### src/rtl/s1_vec_loader_pkg.sv
`default_nettype none
// ============================================================================
// Module   : s1_pkg
// Purpose  : Shared types and constants for the stage-1 vector loader slice.
//            Q12.20 fixed-point word format, loader FSM states and a
//            constant-safe ceil(log2) helper.
// Revision : 1.0  initial release
// ============================================================================
package s1_pkg;

    localparam int N_BITS    = 32;
    localparam int INT_BITS  = 12;
    localparam int FRAC_BITS = 20;
    localparam int M_IN      = 8;

    typedef logic signed [N_BITS-1:0] fix_t;

    typedef enum logic [0:0] {
        FILL = 1'b0,
        HOLD = 1'b1
    } loader_state_t;

    // ceil(log2(v)); returns 0 for v <= 1.
    function automatic int clog2(input int v);
        int r;
        r = 0;
        while ((1 << r) < v) r = r + 1;
        return r;
    endfunction

endpackage
`default_nettype wire

### src/rtl/s1_vec_loader_if.sv
`default_nettype none
// ============================================================================
// Module   : s1_vec_loader_if
// Purpose  : Groups the serial-sample side and the parallel-vector side of
//            the loader.
//   Serial : in_data, in_valid, in_last  (producer -> loader), in_ready back
//   Vector : X, vec_valid, vec_count, short_vec (loader -> consumer),
//            vec_ready back
//   Modports: slave  = loader view
//             master = environment (producer + consumer) view
// Revision : 1.0  initial release
// ============================================================================
interface s1_vec_loader_if
    import s1_pkg::*;
#(
    parameter int M  = M_IN,
    parameter int N  = N_BITS,
    parameter int CW = clog2(M + 1)
);
    logic [N-1:0]   in_data;
    logic           in_valid;
    logic           in_last;
    logic           in_ready;
    logic [M*N-1:0] X;
    logic           vec_valid;
    logic           vec_ready;
    logic [CW-1:0]  vec_count;
    logic           short_vec;

    modport slave (
        input  in_data, in_valid, in_last, vec_ready,
        output in_ready, X, vec_valid, vec_count, short_vec
    );

    modport master (
        output in_data, in_valid, in_last, vec_ready,
        input  in_ready, X, vec_valid, vec_count, short_vec
    );
endinterface
`default_nettype wire

### src/rtl/s1_vec_loader_bank.sv
`default_nettype none
// ============================================================================
// Module   : s1_vec_bank
// Purpose  : One M-word vector register with a write index. Each write
//            stores a word at the current slot; the write that lands on the
//            last slot, or carries i_last, closes the vector: higher slots
//            are zeroed in the same cycle, the sample count and short flag
//            are captured and the index rewinds to 0.
//   Ports  : clk, rst        clock / synchronous active-high reset
//            i_wr_en         a sample is transferred into this bank
//            i_data, i_last  sample word and end-of-vector marker
//            o_close         this write closes the vector (combinational)
//            o_words         stored vector, word k at [N*(k+1)-1 -: N]
//            o_count         samples in the last closed vector
//            o_short         last closed vector ended before slot M-1
// Revision : 1.0  initial release
// ============================================================================
module s1_vec_bank
    import s1_pkg::*;
#(
    parameter int M  = M_IN,
    parameter int N  = N_BITS,
    parameter int CW = clog2(M + 1)
) (
    input  wire logic           clk,
    input  wire logic           rst,
    input  wire logic           i_wr_en,
    input  wire logic [N-1:0]   i_data,
    input  wire logic           i_last,
    output logic                o_close,
    output logic [M*N-1:0]      o_words,
    output logic [CW-1:0]       o_count,
    output logic                o_short
);

    localparam int IW = (clog2(M) < 1) ? 1 : clog2(M);
    localparam logic [IW-1:0] c_last_idx = IW'(M - 1);

    logic [M*N-1:0] r_words;
    logic [IW-1:0]  r_idx;
    logic [CW-1:0]  r_count;
    logic           r_short;
    logic           w_close;

    assign w_close = i_wr_en && ((r_idx == c_last_idx) || i_last);

    always_ff @(posedge clk) begin
        if (rst) begin
            r_words <= '0;
            r_idx   <= '0;
            r_count <= '0;
            r_short <= 1'b0;
        end else if (i_wr_en) begin
            for (int k = 0; k < M; k++) begin
                if (k == int'(r_idx)) begin
                    r_words[N*k +: N] <= i_data;
                end else if (w_close && (k > int'(r_idx))) begin
                    r_words[N*k +: N] <= '0;
                end
            end
            if (w_close) begin
                r_idx   <= '0;
                r_count <= CW'(r_idx) + CW'(1);
                r_short <= (r_idx != c_last_idx);
            end else begin
                r_idx   <= r_idx + IW'(1);
            end
        end
    end

    assign o_close = w_close;
    assign o_words = r_words;
    assign o_count = r_count;
    assign o_short = r_short;

endmodule
`default_nettype wire

### src/rtl/s1_vec_loader.sv
`default_nettype none
// ============================================================================
// Module   : s1_vec_loader
// Purpose  : Collects serial Q12.20 samples into an M-word vector and
//            presents it on X, held stable until the consumer accepts it.
//            Words are passed through untouched.
//   Ports  : clk, rst  clock / synchronous active-high reset
//            bus       s1_vec_loader_if.slave (serial in, vector out)
//   Build option: VEC_LOADER_DBUF_EN
//            undefined - single bank, FILL/HOLD sequencing
//            defined   - ping/pong banks, one fills while the other is
//                        presented; in_ready drops only when both are full
// Revision : 1.0  initial release
// ============================================================================
module s1_vec_loader
    import s1_pkg::*;
#(
    parameter int M  = M_IN,
    parameter int N  = N_BITS,
    parameter int CW = clog2(M + 1)
) (
    input  wire logic        clk,
    input  wire logic        rst,
    s1_vec_loader_if.slave   bus
);

`ifdef VEC_LOADER_DBUF_EN

    logic [1:0]     r_full;
    logic           r_fill_sel;
    logic           r_pres_sel;
    logic           w_in_ready;
    logic           w_xfer_in;
    logic           w_xfer_out;
    logic [1:0]     w_close;
    logic [M*N-1:0] w_words [2];
    logic [CW-1:0]  w_count [2];
    logic [1:0]     w_short;

    // The fill pointer always rests on a non-full bank whenever one exists,
    // so "any bank free" is exactly "the fill bank can take a sample".
    assign w_in_ready = ~(&r_full);
    assign w_xfer_in  = bus.in_valid && w_in_ready;
    assign w_xfer_out = r_full[r_pres_sel] && bus.vec_ready;

    for (genvar b = 0; b < 2; b++) begin : g_bank
        s1_vec_bank #(
            .M  (M),
            .N  (N),
            .CW (CW)
        ) u_bank (
            .clk     (clk),
            .rst     (rst),
            .i_wr_en (w_xfer_in && (r_fill_sel == 1'(b))),
            .i_data  (bus.in_data),
            .i_last  (bus.in_last),
            .o_close (w_close[b]),
            .o_words (w_words[b]),
            .o_count (w_count[b]),
            .o_short (w_short[b])
        );
    end

    // The closing bank and the presented bank are never the same bank, so
    // a set and a clear cannot collide on one flag. Alternating both
    // pointers keeps presentation in fill order.
    always_ff @(posedge clk) begin
        if (rst) begin
            r_full     <= 2'b00;
            r_fill_sel <= 1'b0;
            r_pres_sel <= 1'b0;
        end else begin
            for (int b = 0; b < 2; b++) begin
                if (w_close[b]) begin
                    r_full[b] <= 1'b1;
                end else if (w_xfer_out && (r_pres_sel == 1'(b))) begin
                    r_full[b] <= 1'b0;
                end
            end
            if (|w_close) begin
                r_fill_sel <= ~r_fill_sel;
            end
            if (w_xfer_out) begin
                r_pres_sel <= ~r_pres_sel;
            end
        end
    end

    assign bus.in_ready  = w_in_ready;
    assign bus.vec_valid = r_full[r_pres_sel];
    assign bus.X         = w_words[r_pres_sel];
    assign bus.vec_count = w_count[r_pres_sel];
    assign bus.short_vec = w_short[r_pres_sel];

`else

    loader_state_t  r_state;
    logic           r_vec_valid;
    logic           r_in_ready;
    logic           w_xfer_in;
    logic           w_close;
    logic [M*N-1:0] w_words;
    logic [CW-1:0]  w_count;
    logic           w_short;

    assign w_xfer_in = bus.in_valid && r_in_ready;

    for (genvar b = 0; b < 1; b++) begin : g_bank
        s1_vec_bank #(
            .M  (M),
            .N  (N),
            .CW (CW)
        ) u_bank (
            .clk     (clk),
            .rst     (rst),
            .i_wr_en (w_xfer_in),
            .i_data  (bus.in_data),
            .i_last  (bus.in_last),
            .o_close (w_close),
            .o_words (w_words),
            .o_count (w_count),
            .o_short (w_short)
        );
    end

    // in_ready reopens only the cycle after the vector leaves; the bank is
    // the presented register, so it cannot accept while held.
    always_ff @(posedge clk) begin
        if (rst) begin
            r_state     <= FILL;
            r_vec_valid <= 1'b0;
            r_in_ready  <= 1'b1;
        end else begin
            case (r_state)
                FILL: begin
                    if (w_close) begin
                        r_state     <= HOLD;
                        r_vec_valid <= 1'b1;
                        r_in_ready  <= 1'b0;
                    end
                end
                HOLD: begin
                    if (r_vec_valid && bus.vec_ready) begin
                        r_state     <= FILL;
                        r_vec_valid <= 1'b0;
                        r_in_ready  <= 1'b1;
                    end
                end
                default: begin
                    r_state     <= FILL;
                    r_vec_valid <= 1'b0;
                    r_in_ready  <= 1'b1;
                end
            endcase
        end
    end

    assign bus.in_ready  = r_in_ready;
    assign bus.vec_valid = r_vec_valid;
    assign bus.X         = w_words;
    assign bus.vec_count = w_count;
    assign bus.short_vec = w_short;

`endif

endmodule
`default_nettype wire

### src/flat_wrapper.sv
// flat-port wrapper written by rule: the top's interface ports become plain ports
module s1_vec_loader_flat import s1_pkg::*;
#(
    parameter int M  = M_IN,
    parameter int N  = N_BITS,
    parameter int CW = clog2(M + 1)
)
  (clk, rst, bus_in_data, bus_in_valid, bus_in_last, bus_vec_ready, bus_in_ready, bus_X, bus_vec_valid, bus_vec_count, bus_short_vec);
  s1_vec_loader_if #(.M(M), .N(N), .CW(CW)) bus_i ();
  input  wire logic clk;
  input  wire logic rst;
  input wire logic [$bits(bus_i.in_data)-1:0] bus_in_data;
  input wire logic [$bits(bus_i.in_valid)-1:0] bus_in_valid;
  input wire logic [$bits(bus_i.in_last)-1:0] bus_in_last;
  input wire logic [$bits(bus_i.vec_ready)-1:0] bus_vec_ready;
  output wire logic [$bits(bus_i.in_ready)-1:0] bus_in_ready;
  output wire logic [$bits(bus_i.X)-1:0] bus_X;
  output wire logic [$bits(bus_i.vec_valid)-1:0] bus_vec_valid;
  output wire logic [$bits(bus_i.vec_count)-1:0] bus_vec_count;
  output wire logic [$bits(bus_i.short_vec)-1:0] bus_short_vec;
  assign bus_i.in_data = bus_in_data;
  assign bus_i.in_valid = bus_in_valid;
  assign bus_i.in_last = bus_in_last;
  assign bus_i.vec_ready = bus_vec_ready;
  assign bus_in_ready = bus_i.in_ready;
  assign bus_X = bus_i.X;
  assign bus_vec_valid = bus_i.vec_valid;
  assign bus_vec_count = bus_i.vec_count;
  assign bus_short_vec = bus_i.short_vec;
  s1_vec_loader #(.M(M), .N(N), .CW(CW)) u_core (.clk(clk), .rst(rst), .bus(bus_i));
endmodule
### config.mk
export PLATFORM = sky130hd
export DESIGN_NAME = s1_vec_loader_flat
export DESIGN_NICKNAME = d
export VERILOG_FILES = /design/src/rtl/s1_vec_loader_pkg.sv /design/src/rtl/s1_vec_loader_if.sv /design/src/rtl/s1_vec_loader_bank.sv /design/src/rtl/s1_vec_loader.sv /design/src/flat_wrapper.sv
export SDC_FILE = /design/constraint.sdc
export NUM_CORES = 1
export LEC_CHECK = 0
export BUFFER_PORTS_ARGS = -buffer_cell sky130_fd_sc_hd__buf_4
export CAP_MARGIN = 20
export CORE_MARGIN = 4
export CORE_UTILIZATION = 25
export CTS_CLUSTER_DIAMETER = 150
export DETAILED_ROUTE_END_ITERATION = 8
export PLACE_DENSITY = 0.46
export SLEW_MARGIN = 20
export SYNTH_ARGS = -nofsm -noshare
export SYNTH_HDL_FRONTEND = slang
export SYNTH_HIERARCHICAL = 1
export SYNTH_SLANG_ARGS = --single-unit
export TNS_END_PERCENT = 10
### constraint.sdc
create_clock -name clk -period 1.8 [get_ports clk]
set_input_delay 0.27 -clock clk [delete_from_list [all_inputs] [get_ports clk]]
set_output_delay 0.27 -clock clk [all_outputs]
set_load 0.005 [all_outputs]
# ---- After elaboration in Yosys (flattened, before gate mapping)
# Index checks and enable logic that the tools add are counted.
dict set report word_totals {
  ff_bits 267
  in_bits 37
  out_inout_bits 263
  wordCells 88
}
dict set report op_classes {
  n_addsub 2
  order_cmp 7
  eq_ne 11
  mux 24
  bitwise_logic 1
  n_reduce_logical 29
}
# operator n
set op_table {}
lappend op_table {{$mux 32} 14}
lappend op_table {{$reduce_and 2->1} 10}
lappend op_table {{$reduce_bool 2->1} 7}
lappend op_table {{$eq 3x3->1 const A} 4}
lappend op_table {{$gt 3x3->1 const A} 4}
lappend op_table {{$logic_and 1x1->1} 10}
lappend op_table {{$eq 2x3->1 const A} 2}
lappend op_table {{$gt 2x3->1 const A} 2}
lappend op_table {{$mux 1} 6}
lappend op_table {{$pmux 1 s2} 3}
lappend op_table {{$add 3x1->4 const B} 1}
lappend op_table {{$ne 2x2->1 const B} 2}
lappend op_table {{$add 3x1->3 const B} 1}
lappend op_table {{$eq 1x3->1 const A} 1}
lappend op_table {{$eq 3x3->1 const B} 1}
lappend op_table {{$gt 1x3->1 const A} 1}
lappend op_table {{$logic_not 3->1} 1}
lappend op_table {{$mux 3} 1}
lappend op_table {{$ne 3x3->1 const B} 1}
lappend op_table {{$logic_or 1x1->1} 1}
lappend op_table {{$not 1->1} 1}

# ---- Longest topological paths before layout
# Gate-level depths: netlist of run 1.
dict set report depth {
  depth_word 6
  mapped_depth 8
  ltp_nobuf 6
}

# ---- Cells and area by module
# The synthesis of run 1 kept the hierarchy.
# mod n_inst cells_per_inst area_per_inst_um2 seq_area_each_um2
set modules_own_cells {}
lappend modules_own_cells {s1_vec_bank 1 1101 10342.4 5285.1}
lappend modules_own_cells {s1_vec_loader 1 12 117.6 60.1}

# ---- Worst setup path before layout of run 1
# OpenSTA, ideal clock, no wires.
dict set report synth_timing {
  path_type {reg2reg}
  start {reg u_core.g_bank[0].u_bank.r_idx[1]}
  end {reg u_core.g_bank[0].u_bank.r_words[67]}
  setup_ps 128
  t_arrival_ps 1772
  t_required_ps 1672
  setup_slack_ps -100
  path_stages_with_launch 7
  period_less_slack_ps 1900
  path_cell_list {dfxtp_1 -> ha_1 -> ha_1 -> nor2_2 -> a211oi_4 -> buf_6 -> o22ai_1}
}
dict set report synth_between {
  elab_chain_cells 6
  elab_cells_between_ends 9
}
# item line
set synth_rtl {}
lappend synth_rtl {{from (decl)} s1_vec_loader_bank.sv:40} ;# logic [IW-1:0] r_idx;
lappend synth_rtl {{from (signal assigned)} s1_vec_loader_bank.sv:66} ;# r_idx <= r_idx + IW'(1);
lappend synth_rtl {{parallel branches: the longest is 6 deep, another holds $gt 2x3->1} --}
lappend synth_rtl {{to (signal, indexed assignment)} s1_vec_loader_bank.sv:56} ;# r_words[N*k +: N] <= i_data;
lappend synth_rtl {{to (decl)} s1_vec_loader_bank.sv:39} ;# logic [M*N-1:0] r_words;
# Parallel ways; which one is timed is not known.
# A chain may end at the register's enable or synchronous reset.

# ---- Worst setup path after layout of run 1
dict set report layout_timing {
  start {reg u_core.g_bank[0].u_bank.r_idx[0]}
  end {reg u_core.g_bank[0].u_bank.r_words[222]}
}
dict set report layout_between {
  elab_chain_cells 6
  elab_cells_between_ends 9
}
# item
set layout_rtl {}
lappend layout_rtl {{parallel branches: the longest is 6 deep, another holds $gt 3x3->1}}
# Parallel ways; which one is timed is not known.

==> results of run 1 <==
## metrics by stage
| step | cell area, um2 | utilization [%] | hold WS [ns] |
|---|---|---|---|
| 2_1_floorplan | 10500 | - | 0.339 |
| 4_1_cts | 14800 | 36.0 | 0.0264 |
| 6_report | 14900 | 36.3 | 0.0577 |
| 3_5_place_dp | 13500 | 32.9 | 0.450 |
| 5_1_grt | 14900 | 36.3 | 0.0446 |
| 3_3_place_gp | 13500 | 32.9 | 0.445 |
## final cells by class
class / instances / area [um2] / area share [%]
clock inverter: 10 / 135 / 0.906
multi-input combinational: 697 / 4560 / 30.6
clock buffer: 50 / 1030 / 6.93
inverter: 37 / 139 / 0.931
timing repair buffer: 360 / 3040 / 20.4
tap: 532 / 666 / 4.46
sequential: 267 / 5350 / 35.8
## Yosys cell counts
cell	instances
a211oi_1	3
a21oi_2	1
nor2b_1	32
a21oi_1	101
o32ai_1	32
or2_1	1
inv_1	36
o21ai_2	1
dfxtp_1	267
clkbuf_1	57
buf_2	41
o21bai_1	1
buf_6	6
nor3b_1	33
buf_1	6
nor3_1	2
nor2_1	8
nor2_2	2
and2_1	1
ha_1	6
a31oi_1	1
nand4_1	1
inv_2	1
buf_4	1
a22o_1	32
a221oi_2	1
nor4b_1	2
nand2_1	70
nand3b_1	130
o21ai_1	10
mux2i_1	1
nand3_2	1
o21ai_0	54
clkbuf_2	3
and4b_1	1
a211oi_4	1
o22ai_1	96
nand2b_1	34
a22oi_1	32
and3b_1	2
a311oi_1	2
## power by group
group	internal, W	switching [W]
clock	0.00442	0.00261
sequential	0.00601	0.0000687
combinational	0.000517	0.000799
total	0.0109	0.00347
## registers in the layout, indices dropped and copies added, names as in the netlist
signal,cells
u_core/g_bank.u_bank/o_short,1
u_core/bus.vec_valid,1
u_core/g_bank.u_bank/o_words,256
u_core/g_bank.u_bank/o_count,4
u_core/g_bank.u_bank/r_idx,3
u_core/bus.in_ready,1
u_core/r_state,1
## worst min-delay path, cell delays in order
cell	delay [ns]
buf_4	0.13
a21oi_1	0.06
o21ai_0	0.06
## final timing paths
| kind | cells past startpoint | start | slack, ns | end |
|---|---|---|---|---|
| worst max-delay path | 7 | u_core/g_bank[0].u_bank/r_idx[0] | 0.07 | u_core/g_bank[0].u_bank/o_words[222] |
| worst max register to register | 7 | u_core/g_bank[0].u_bank/r_idx[0] | 0.07 | u_core/g_bank[0].u_bank/o_words[222] |
| worst min register to register | 2 | u_core/g_bank[0].u_bank/o_words[18] | 0.45 | u_core/g_bank[0].u_bank/o_words[18] |
| worst min-delay path | 3 | bus_in_data[28] | 0.06 | u_core/g_bank[0].u_bank/o_words[156] |
## per-layer routing
metal / wire (um) / vias up / track usage (%)
met5: 0 / - / 0
met1: 20400 / 4808 / 26.2
li1: - / 4607 / -
met2: 19600 / 318 / 27.7
met3: 2530 / 67 / 3.69
met4: 1000 / 0 / 4.53
## what timing repair did
action	in CTS	in global routing
setup endpoints to repair	64	77
cloned	2	2
buffers inserted	5	3
endpoints found under the hold margin	1	0
pin swaps	2	2
hold buffers	1	0
resized for setup	5	4
## logic make-up after synthesis
kind of cell / count (synthesis) / synth area share (%)
fa+ha+maj: 6 / 0.718
buf+inv: 151 / 6.41
compound gates: 368 / 22.3
simple gates: 320 / 19.4
mux: 1 / 0.0957
flops: 267 / 51.1
==> run summary, run 1 <==
• finished, final reports clean — status
• 16 — Max FO, Critical Path
• flip-flop — CP Launch Type
• 1953 — post-route non-filler standard cell count
• -0.260 ns — pre-CTS setup slack
• 0 — Max Cap Viol
• 443 uV — worst vdd rail ir drop
• 0.0704 ns — smallest setup slack after layout
• 51.1% — part of the Yosys area used for sequential elements
• 0.33 ns — Largest stage delay, worst path
• 1113 — synthesized instance count
• 702 — Iter 0 DRT Violations
• 9301 — vias in the first global route
• 5.79 nW — leakage power
• clkbuf_16 — root buf cell
• ha_2, ha_4, o21ai_4, buf_4, a31oi_4, clkbuf_16, o22ai_1 — cell chain of the critical path
• 1.73 ns — Final min period
• 2 — Clock H-tree levels
• 30.6% — layout cell share with drive strength beyond 1
• 2.11 ns — arrival time at the worst endpoint
• 4206 — Filler cells
• dfxtp_1 — slowest cell on the critical path
• 2 — count of buffering cells on the critical path with inverters included
• 22.3 um — WL/cell
• 1156 — Syn Nets
• 0 — final count of pins violating max slew
• 1440 — number of nets in the layout
• 62600 um — wire length of the first global-routing pass
• 0 ns — sum of negative setup slack
• 0.0144 W — power consumption
• 213 um — Die Ht
• 92 — pin count of the biggest net entering global routing
• 51.1% — Synth top area share
• 0.50 ns — Worst-Skew Late Latency
• 5 — first-pass iteration count of the detailed router
• 74 — Cell Rows
• 18.1% — global router's overall resource usage
• flip-flop to flip-flop — Worst Setup Path Type
• 0 — remaining design rule violation count
• flip-flop — CP endpoint kind
• 25.4% — Starting Density
• 0 — final setup vio count
• 213 um — Die Wd
• 267 — FF+latch count, synth
• 2.18 ns — critical path required time
• 300 — Top Ports
• 299 — number of I/O port buffers
• 0.772 — final weighted congestion of routability-driven global placement
• 3 — Bufs on Longest Clock Path
• primary input to flip-flop — Hold Path Class
• 0 — antenna violations before repair
• 0 — Antenna Diode Count
• 45200 um2 — DIE AREA
• 62.4% — slew margin rel.
• buf_4, dfxtp_1, nand3b_1, a21oi_1, o22ai_1 — commonest cells after routing, fill and taps aside
• 9.40 um2 — mean instance size in the synthesized netlist
• built — CTS tree
• 34 — number of buffers created by CTS
• 10500 um2 — Post-Syn Area
• 967 nW/um2 — total power density per cell area
• dfxtp_1, nand3b_1, o22ai_1 — main area contributors after synthesis
• dfxtp_1 — leading area contributor after synthesis
• 267 — clock sink count
• 9800 — via total after detailed routing
• 0 — GRT Residual Overflow
• true — RSZ-0062 raised after global routing
• 0.06 ns — clock edge transition at the registers on the reported setup and hold paths
• 43600 um — routed wire length
• 41 — count of cell types in the netlist
• 5.02 — routed vias/inst
• 0 — number of nets with antenna violations after detailed routing
• 1880 — placed cells
• 41100 um2 — Core Area
• compound AO/OA/AOI/OAI gates — category of cells accounting for the largest share of critical-path delay
• 96.1% — post-route fraction of the period consumed by the critical path
• 0.00996 ns — worst clock skew on the final layout
• 578 MHz — maximum frequency from static timing analysis
• 0 — Hold Fails Final Rpt
• 6 — count of synthesis-stage warnings from yosys
• 0.562 ns — worst slew pin tran
• buf_4 — most common cell after layout, fill and taps aside
• 42.6% — Area growth, synth to finish
• 28800 um — Detail Placement HPWL
No activity file was read; power rests on OpenSTA's default activity.
==> run 2, diff against run 1 <==
--- a/config.mk
+++ b/config.mk
@@ -7,11 +7,13 @@
 export LEC_CHECK = 0
 export BUFFER_PORTS_ARGS = -buffer_cell sky130_fd_sc_hd__buf_4
 export CAP_MARGIN = 20
+export CELL_PAD_IN_SITES_DETAIL_PLACEMENT = 0
+export CELL_PAD_IN_SITES_GLOBAL_PLACEMENT = 1
 export CORE_MARGIN = 4
 export CORE_UTILIZATION = 25
 export CTS_CLUSTER_DIAMETER = 150
 export DETAILED_ROUTE_END_ITERATION = 8
-export PLACE_DENSITY = 0.46
+export PLACE_DENSITY = 0.58
 export SLEW_MARGIN = 20
 export SYNTH_ARGS = -nofsm -noshare
 export SYNTH_HDL_FRONTEND = slang
==> run summary, run 2 (same netlist as run 1, synthesis figures left out) <==
• 44800 um — routed wire length, +2.9%
• 36.3% — final core utilization, about the same
• 8 — WP depth, +1
• 2.17 ns — arrival time at the worst endpoint, +0.06 ns
• buffers and inverters — category of cells accounting for the largest share of critical-path delay
• 58.6% — slew margin rel., -3.8 points
• primary input to flip-flop — Hold Path Class
• 16 — Max FO, Critical Path, unchanged
• 0.33 ns — Largest stage delay, worst path, about the same
• 81 — pin count of the biggest net entering global routing, -12%
• 9276 — vias in the first global route, -0.27%
• 44.8% — Clock power frac, -3.9 points
• 18.2% — global router's overall resource usage, +0.061 points
• 25.4% — Starting Density, unchanged
• 1460 — number of nets in the layout, +1.4%
• 0.07 ns — R2R setup slack, about the same
• 0 — Antenna Diode Count, unchanged
• 678 uV — worst vdd rail ir drop, +53%
• 22.7 um — WL/cell, +2.0%
• 8 — reg2reg path depth, +1
• 1.73 ns — Final min period, +0.00526 ns
• 25.4% — switch share, +1.3 points
• 10.0% — share of total power in combinational logic, +0.9 points
• 5.00 — routed vias/inst, -0.33%
• 74 — Cell Rows, unchanged
• 5 — first-pass iteration count of the detailed router, unchanged
• 0 — Max Cap Viol, unchanged
• 0.0100 W — design internal power, -8.4%
• 0 — final setup vio count, unchanged
• 213 um — Die Ht, unchanged
• 600 — Iter 0 DRT Violations, -15%
• 0.815 — final weighted congestion of routability-driven global placement, +5.6%
• 0 — final count of pins violating max slew, unchanged
• finished, final reports clean — status
• 0 — GRT Residual Overflow, unchanged
• buf_4 — Top cell by count, worst path
• 0.00341 W — net switching power, -1.8%
• 41100 um2 — Core Area, unchanged
• 30.1% — layout cell share with drive strength beyond 1, -0.50 points
• 0 — remaining design rule violation count, unchanged
• 3 — count of buffering cells on the critical path with inverters included, +1
• ha_2, ha_4, buf_4, nor2_4, a211oi_4, buf_4, clkbuf_16, o22ai_1 — cell chain of the critical path
• 29000 um — Detail Placement HPWL, +0.57%
• 31 — number of buffers created by CTS, -8.8%
• 0 — antenna violations before repair, unchanged
• 0.0104 ns — worst clock skew on the final layout, +0.000480 ns
• built — CTS tree
• u_core/g_bank[0].u_bank/o_words[77] — crit path to
• clkbuf_16 — root buf cell
• 42.7% — Area growth, synth to finish, about the same
• u_core/g_bank[0].u_bank/r_idx[0] — Critical Path Start
• 300 — Top Ports, unchanged
• 45.2% — register share of total power, +3.0 points
• 9853 — via total after detailed routing, +0.54%
• 0.56 ns — Worst-Skew Late Latency, +0.06 ns
• u_core/g_bank[0].u_bank/r_idx[0] — r2r startpoint
• dfxtp_2 — slowest cell on the critical path
• flip-flop to flip-flop — Worst Setup Path Type
• 5.78 nW — leakage power, -0.21%
• flip-flop — CP endpoint kind
• 96.4% — post-route fraction of the period consumed by the critical path, +0.29 points
• 0 — Hold Fails Final Rpt, unchanged
• flip-flop — CP Launch Type
• 2.24 ns — critical path required time, +0.06 ns
• 3 — Bufs on Longest Clock Path, unchanged
• 1 — Clock H-tree levels, -1
• 213 um — Die Wd, unchanged
• 45200 um2 — DIE AREA, unchanged
• 0.619 ns — worst slew pin tran, +0.0571 ns
• 4233 — Filler cells, +0.64%
• buf_4 — most common cell after layout, fill and taps aside
• 256 — flip-flop count of the largest register, all copies and words added, unchanged
• buf_4, dfxtp_1, nand3b_1, a21oi_1, o22ai_1 — commonest cells after routing, fill and taps aside
• 299 — number of I/O port buffers, unchanged
• 0.0134 W — power consumption, -6.9%
• 900 nW/um2 — total power density per cell area, -6.9%
• 576 MHz — maximum frequency from static timing analysis, -0.30%
• 267 — clock sink count, unchanged
• 0 — number of nets with antenna violations after detailed routing, unchanged
• 0.06 ns — clock edge transition at the registers on the reported setup and hold paths, about the same
• u_core/g_bank[0].u_bank/o_words[77] — FF-to-FF End
• 63100 um — wire length of the first global-routing pass, +0.90%
==> run 2: cell count changes in the layout (fill, tap and decap cells not counted), sizes merged <==
cell	delta
dlygate4sd3	+24
clkinv	+2
clkbuf	-6
buf	-2
bufinv	-2
clkinvlp	+1
==> run 2: metal layers <==
| metal | vias up | routed length (um) | GRT usage [%] |
|---|---|---|---|
| met4 | 0 | 837 | 4.06 |
| met5 | - | 0 | 0 |
| met1 | 4863 | 20200 | 25.6 |
| met2 | 304 | 20700 | 28.4 |
| met3 | 47 | 3060 | 4.26 |
| li1 | 4639 | - | - |
==> run 2: through the flow <==
stage / hold slack (ns) / std cells / cell area [um2] / setup WS [ns] / setup TNS [ns]
detailed placement: 0.448 / 1879 / 13500 / -0.187 / -10.27
CTS: 0.00124 / 1961 / 14700 / -0.154 / -3.69
global route: 0.00334 / 1970 / 14900 / -0.0116 / -0.0721
finish: 0.0320 / 1970 / 14900 / 0.0652 / 0
floorplan: 0.339 / 1113 / 10500 / 0.0578 / 0
global placement: 0.445 / 1879 / 13500 / -0.146 / -6.88
==> run 2: worst reg2reg max path, cell delays in order (launching register included) <==
cell,delay (ns)
dfxtp_2,0.33
ha_2,0.20
ha_4,0.17
buf_4,0.12
nor2_4,0.05
a211oi_4,0.25
buf_4,0.20
clkbuf_16,0.20
o22ai_1,0.10
==> run 2: worst min path at each step <==
| stage | startpoint | to | slack, ns | cells past startpoint |
|---|---|---|---|---|
| 3_3_place_gp | u_core/g_bank[0].u_bank/o_words[4] | u_core/g_bank[0].u_bank/o_words[4] | 0.44 | 2 |
| 2_1_floorplan | rst | u_core/bus.vec_valid | 0.34 | 1 |
| 6_report | bus_in_data[20] | u_core/g_bank[0].u_bank/o_words[20] | 0.03 | 3 |
| 3_5_place_dp | u_core/g_bank[0].u_bank/o_words[16] | u_core/g_bank[0].u_bank/o_words[16] | 0.45 | 2 |
| 5_1_grt | bus_in_data[16] | u_core/g_bank[0].u_bank/o_words[16] | 0.003 | 3 |
| 4_1_cts | bus_in_data[6] | u_core/g_bank[0].u_bank/o_words[6] | 0.001 | 3 |
==> run 2: what timing repair did <==
| item | in CTS | in global routing |
|---|---|---|
| cloned | 1 | 5 |
| gates resized for setup | 2 | 23 |
| hold buffers | 25 | 0 |
| endpoints found under the hold margin | 58 | 0 |
| pin swaps | 2 | 4 |
| setup buffers | 2 | 4 |
| endpoints found under the setup margin | 69 | 207 |
==> run 2: power by group through the flow <==
stage	clock network (W)	registers (W)	logic (W)
floorplan	0	0.00620	0.000571
global placement	0	0.00620	0.00124
detailed placement	0	0.00620	0.00124
CTS	0.00620	0.00608	0.00129
global route	0.00644	0.00609	0.00144
finish	0.00602	0.00608	0.00134
==> run 2: cell type report <==
class                   instances  area (um2)  share of cell area [%]
well taps                     532         666                    4.46
inverters                      37         139                   0.930
multi-input cells             697        4580                    30.7
repair buffers                383        3240                    21.7
flip-flops and latches        267        5350                    35.8
clock buffers                  43         871                    5.83
clock inverters                11        85.1                   0.570
